--- config.mk ---
export PLATFORM = sky130hd
export DESIGN_NAME = display_scan_controller
export DESIGN_NICKNAME = d
export VERILOG_FILES = /design/src/rtl/display_pkg.sv /design/src/rtl/display_scan_controller_hex_to_7seg.sv /design/src/rtl/display_scan_controller.sv
export SDC_FILE = /design/constraint.sdc
export NUM_CORES = 1
export LEC_CHECK = 0
export BUFFER_PORTS_ARGS = -buffer_cell sky130_fd_sc_hd__buf_2
export CORE_ASPECT_RATIO = 1.2
export CORE_UTILIZATION = 40
export DETAILED_ROUTE_END_ITERATION = 8
export PLACE_DENSITY = 0.59
export SLEW_MARGIN = 20
export SYNTH_ARGS = -nofsm -noshare
export SYNTH_HDL_FRONTEND = slang
export SYNTH_SLANG_ARGS = --single-unit
--- constraint.sdc ---
create_clock -name clock -period 4.94 [get_ports clock]
set_clock_uncertainty 0.1 [all_clocks]
set_input_delay 0.988 -clock clock [delete_from_list [all_inputs] [get_ports clock]]
set_output_delay 0.988 -clock clock [all_outputs]
set_load 0.05 [all_outputs]
--- src/rtl/display_pkg.sv ---
// Shared types and constants for the 4-digit common-anode 7-segment scan controller.
package display_pkg;

    typedef enum logic {
        BLANK  = 1'b0,
        ACTIVE = 1'b1
    } scan_state_t;

    localparam int unsigned NUM_DIGITS = 4;
    localparam logic [6:0]  SEG_BLANK  = 7'h7F;

    // Active-low {a,b,c,d,e,f,g} patterns for hex digits 0-F.
    localparam logic [6:0] HEX_SEG [16] = '{
        7'h01, 7'h4F, 7'h12, 7'h06,
        7'h4C, 7'h24, 7'h20, 7'h0F,
        7'h00, 7'h04, 7'h08, 7'h60,
        7'h31, 7'h42, 7'h30, 7'h38
    };

endpackage

--- src/rtl/display_scan_controller_hex_to_7seg.sv ---
// Combinational hex nibble to active-low 7-segment pattern decoder.
module hex_to_7seg
    import display_pkg::*;
(
    input  logic [3:0] nibble,
    output logic [6:0] segments
);

    always_comb begin
        segments = HEX_SEG[nibble];
    end

endmodule

--- src/rtl/display_scan_controller.sv ---
// Digit scan sequencer for a 4-digit common-anode display: blanking gap, PWM on-time,
// and a ready/valid value shadow that is committed only at frame boundaries.
module display_scan_controller
    import display_pkg::*;
#(
    parameter int unsigned BLANK_CYCLES = 1000,
    parameter int unsigned SUB_CYCLES   = 6187
)
(
    input  logic        clock,
    input  logic        reset_n,
    input  logic [15:0] value,
    input  logic        value_valid,
    output logic        value_ready,
    input  logic [3:0]  digit_en,
    input  logic [3:0]  dp,
    input  logic [3:0]  brightness,
    output logic [3:0]  anode,
    output logic [6:0]  cathode,
    output logic        dp_n,
    output logic        frame_start
);

    localparam int unsigned CNT_MAX = (BLANK_CYCLES > SUB_CYCLES) ? BLANK_CYCLES : SUB_CYCLES;
    localparam int unsigned CNT_W   = $clog2(CNT_MAX + 1);
    localparam int unsigned IDX_W   = $clog2(NUM_DIGITS);

    localparam logic [CNT_W-1:0] BLANK_LAST = CNT_W'(BLANK_CYCLES - 1);
    localparam logic [CNT_W-1:0] SUB_LAST   = CNT_W'(SUB_CYCLES - 1);
    localparam logic [IDX_W-1:0] IDX_LAST   = IDX_W'(NUM_DIGITS - 1);

    scan_state_t      state, state_nxt;
    logic [CNT_W-1:0] cnt, cnt_nxt;
    logic [3:0]       sub, sub_nxt;
    logic [IDX_W-1:0] idx, idx_nxt;
    logic             boundary;

    logic [15:0]      shadow;
    logic [15:0]      value_act;
    logic [3:0]       en_act;
    logic [3:0]       dp_act;
    logic [3:0]       bright_act;

    logic             lit_nxt;
    logic [3:0]       nibble_nxt;
    logic [6:0]       seg_nxt;

    always_comb begin
        state_nxt = state;
        cnt_nxt   = cnt + 1'b1;
        sub_nxt   = sub;
        idx_nxt   = idx;
        boundary  = 1'b0;
        case (state)
            BLANK: begin
                if (cnt == BLANK_LAST) begin
                    state_nxt = ACTIVE;
                    cnt_nxt   = '0;
                    sub_nxt   = '0;
                end
            end
            ACTIVE: begin
                if (cnt == SUB_LAST) begin
                    cnt_nxt = '0;
                    if (sub == 4'hF) begin
                        state_nxt = BLANK;
                        idx_nxt   = idx + 1'b1;
                        boundary  = (idx == IDX_LAST);
                    end else begin
                        sub_nxt = sub + 1'b1;
                    end
                end
            end
            default: state_nxt = BLANK;
        endcase
    end

    // Outputs decode the next-state values so they change on the same edge as the state.
    always_comb begin
        lit_nxt    = (state_nxt == ACTIVE) && (sub_nxt <= bright_act) && en_act[idx_nxt];
        nibble_nxt = value_act[{idx_nxt, 2'b00} +: 4];
    end

    hex_to_7seg u_hex_to_7seg (
        .nibble   (nibble_nxt),
        .segments (seg_nxt)
    );

    always_ff @(posedge clock or negedge reset_n) begin
        if (!reset_n) begin
            state       <= BLANK;
            cnt         <= '0;
            sub         <= '0;
            idx         <= '0;
            shadow      <= '0;
            value_act   <= '0;
            en_act      <= 4'hF;
            dp_act      <= '0;
            bright_act  <= 4'hF;
            value_ready <= 1'b1;
            anode       <= 4'hF;
            cathode     <= SEG_BLANK;
            dp_n        <= 1'b1;
            frame_start <= 1'b0;
        end else begin
            state       <= state_nxt;
            cnt         <= cnt_nxt;
            sub         <= sub_nxt;
            idx         <= idx_nxt;
            frame_start <= boundary;
            anode       <= lit_nxt ? ~(4'b0001 << idx_nxt) : 4'hF;
            cathode     <= lit_nxt ? seg_nxt : SEG_BLANK;
            dp_n        <= lit_nxt ? ~dp_act[idx_nxt] : 1'b1;

            // An accept implies the shadow was empty, so it never collides with a commit.
            if (value_valid && value_ready) begin
                shadow      <= value;
                value_ready <= 1'b0;
            end else if (boundary && !value_ready) begin
                value_act   <= shadow;
                value_ready <= 1'b1;
            end

            if (boundary) begin
                en_act     <= digit_en;
                dp_act     <= dp;
                bright_act <= brightness;
            end
        end
    end

endmodule

==> metrics <==
# rows 39; gr usage total 14.9%; synthesized flop and latch total 78; worst vdd ir ~190 uV; worst path arrival time around 3.4 ns; vias per cell approximately 5.0; final slew viol count 0; Post CTS Setup Buffer Count 0; Pwr Total between 1 and 1.5 mW; max-cap viol count 0; Tightest Pin Transition approximately 1 ns; DRT iter0 DRCs between 100 and 150; crit-path leading delay family simple AND/OR/NAND/NOR gates; status complete, no violations; GPL Wtd Cong approximately 0.84; vias 2343; largest family of logic cells by synthesized area multiplexers; Final ANT Viol Nets 0; post-synthesis xor/xnor area fraction about 2.9%; worst path cell trace inv_1 > ha_1 > nor4b_4 > and4_4 > nand2_1 > nand3b_1 > nand2_1 > ha_1 > nor2b_1 > o21a_1 > o21a_1 > o21a_1 > nor2_1 > o221ai_1; Crit path required time a little over 5 ns; final wirelength 6770 um; CTS root buf clkbuf_16; Post-Syn Area 3880 sq um; # resized after CTS 0; clock buffer depth 2; Fin. Hold Viols 0; TritonCTS clock tree yes; Initial Util 41.0%; Hold Crit Class register to register; cts hold-fix bufs 0; Seq/Total Area, Yosys about half; Total Die Area 10100 sq um; Crit-path slowest cell nor2_1; num ports 45; average cell area after synthesis 13.3 sq um; setup repair after global routing missed its margin false; worst rel slew slack between 30 and 40%; layout net count roughly 380; Synth-to-Final Area Change 16.5%; Achievable Freq approximately 0.31 GHz; dpl hpwl around 4800 um; Critical Path Source Type register; Syn Nets ~340; FILL cells ~890; number of global-route vias before repair 2400; Power Dens Cells roughly 300 nW/um^2; setup tns final 0 ns; post-synthesis simple-gate area fraction 12.5%; Synth cell types 50; Top cell by count, worst path o21a_1; most common cell after layout, fill and taps aside dfrtp_1; Final Cycle Share 66.2%; Final Setup Violations 0; clock transition at the registers of the reported paths about 0.06 ns; Core ar. 9470 sq um; WL/cell about 15 um; leakage power ~2.2 nW; Post-Synthesis Cells between 200 and 300; critical path class register to register; mux contribution to synthesized area a little over a fifth; CP peak stage delay between 0.4 and 0.5 ns; clk sinks 78; Synth Area in Adders 4.51%; Worst setup EP type register; die width slightly above 90 um; Tmin final 3.27 ns; largest net degree at the start of global routing 79; initial antenna violation count 0; first-pass GRT wire length roughly 12000 um; largest fanout on the critical path 7; DRC viols 0; H-tree levels 3; Min Hold Slack 0.384 ns; total gr overflow 0; I/O Buffers 44; post-synthesis compound-gate area fraction 5.09%; most frequent cells in the layout 57 x dfrtp_1, 43 x buf_2, 34 x mux2_2; # diodes 0; Ys Warns 0; Inserted Clock Buffers 9; First-pass DRT Iterations 4; Die Y 110 um; buffers and inverters on the worst path 1; share of cells above drive strength 1 around two fifths; clock latency on the worst-skew pair ~0.33 ns
==> per-stage QoR <==
step	setup slack (ns)	util, %	instances	cell area [sq um]
6_report	1.67	47.8	467	4520
5_1_grt	1.39	47.8	467	4520
4_1_cts	1.64	47.8	467	4520
3_5_place_dp	1.67	44.3	451	4190
3_3_place_gp	1.75	44.3	451	4190
2_1_floorplan	2.08	-	293	3880
==> layer usage <==
metal	vias to the layer above	global-route usage, %	wire length [um]
li1	1141	-	-
met1	1152	18.5	3150
met2	37	24.7	3260
met3	13	2.97	191
met4	0	8.04	165
met5	-	0	0
==> cells in the mapped netlist (all sizes together) <==
library cell | n | area (sq um)
nand4 | 7 | 50.1
nor3 | 4 | 20.0
a211oi | 1 | 7.51
dfstp | 21 | 552
mux4 | 8 | 180
and3 | 5 | 31.3
o21a | 4 | 30.0
o211a | 1 | 10.0
clkbuf | 2 | 7.51
o221ai | 3 | 26.3
o311ai | 2 | 25.0
xnor2 | 7 | 68.8
nor2 | 14 | 68.8
or4 | 1 | 7.51
a21o | 2 | 15.0
a21boi | 1 | 7.51
nand2 | 16 | 60.1
nor2b | 8 | 57.6
a21oi | 2 | 10.0
and4b | 1 | 10.0
a22oi | 2 | 20.0
o21ai | 8 | 40.0
o22ai | 1 | 6.26
dfrtp | 57 | 1430
xor2 | 5 | 43.8
and3b | 2 | 17.5
and4 | 3 | 28.8
buf | 7 | 62.6
mux2 | 44 | 533
or3 | 1 | 6.26
nand3b | 2 | 15.0
mux2i | 10 | 104
nand3 | 8 | 40.0
nor4b | 1 | 23.8
nor3b | 2 | 25.0
inv | 12 | 45.0
and2 | 4 | 25.0
ha | 14 | 175
==> final timing paths <==
check | start | to | slack [ns] | cells past startpoint
setup / recovery | cnt[0]$_DFF_PN0_ | cathode[0]$_DFF_PN1_ | 1.67 | 14
hold / removal | cnt[0]$_DFF_PN0_ | cnt[0]$_DFF_PN0_ | 0.38 | 1
setup reg to reg | cnt[0]$_DFF_PN0_ | cathode[0]$_DFF_PN1_ | 1.67 | 14
hold reg to reg | cnt[0]$_DFF_PN0_ | cnt[0]$_DFF_PN0_ | 0.38 | 1
max in group asynchronous | reset_n | frame_start$_DFF_PN0_ | 3.37 | 1
min in group asynchronous | reset_n | cnt[3]$_DFF_PN0_ | 0.68 | 1
==> registers in the layout, indices dropped and copies added, names as in the netlist, 7 cells and up <==
| register | flops |
|---|---|
| cnt | 13 |
| cathode | 7 |
| value_act | 16 |
| shadow | 16 |
==> kinds of logic after synthesis <==
family                     after synthesis
muxes                                   62
AOI/OAI and AO/OA                       27
and+or+nand+nor                         79
DFF                                     78
xor gates and xnor gates                12
buffers and inverters                   21
adders and majority gates               14
==> final cells by class <==
class                      count  area (sq um)  share of cell area, %
tap                          123           154                   3.40
sequential                    78          1980                   43.7
multi-input combinational    194          1790                   39.6
clock inverter                 5          81.3                   1.80
clock buffer                  11           253                   5.59
inverter                      12          45.0                  0.996
timing repair buffer          44           223                   4.92
==> worst reg2reg max path, delay by kind of cell, from the launching register on <==
kind	cells	cell delay (ns)
simple gates	7	1.40
compound gates	4	0.75
fa+ha+maj	2	0.43
flops	1	0.41
buf+inv	1	0.07
==> where the power goes <==
group	switching (mW)	internal, mW	leakage (nW)
clock	0.256	0.470	0.162
combinational	0.0149	0.00859	1.01
sequential	0	0.640	1.00
total	0.271	1.12	2.17
Note: power is estimated with default switching activity, not from simulation.
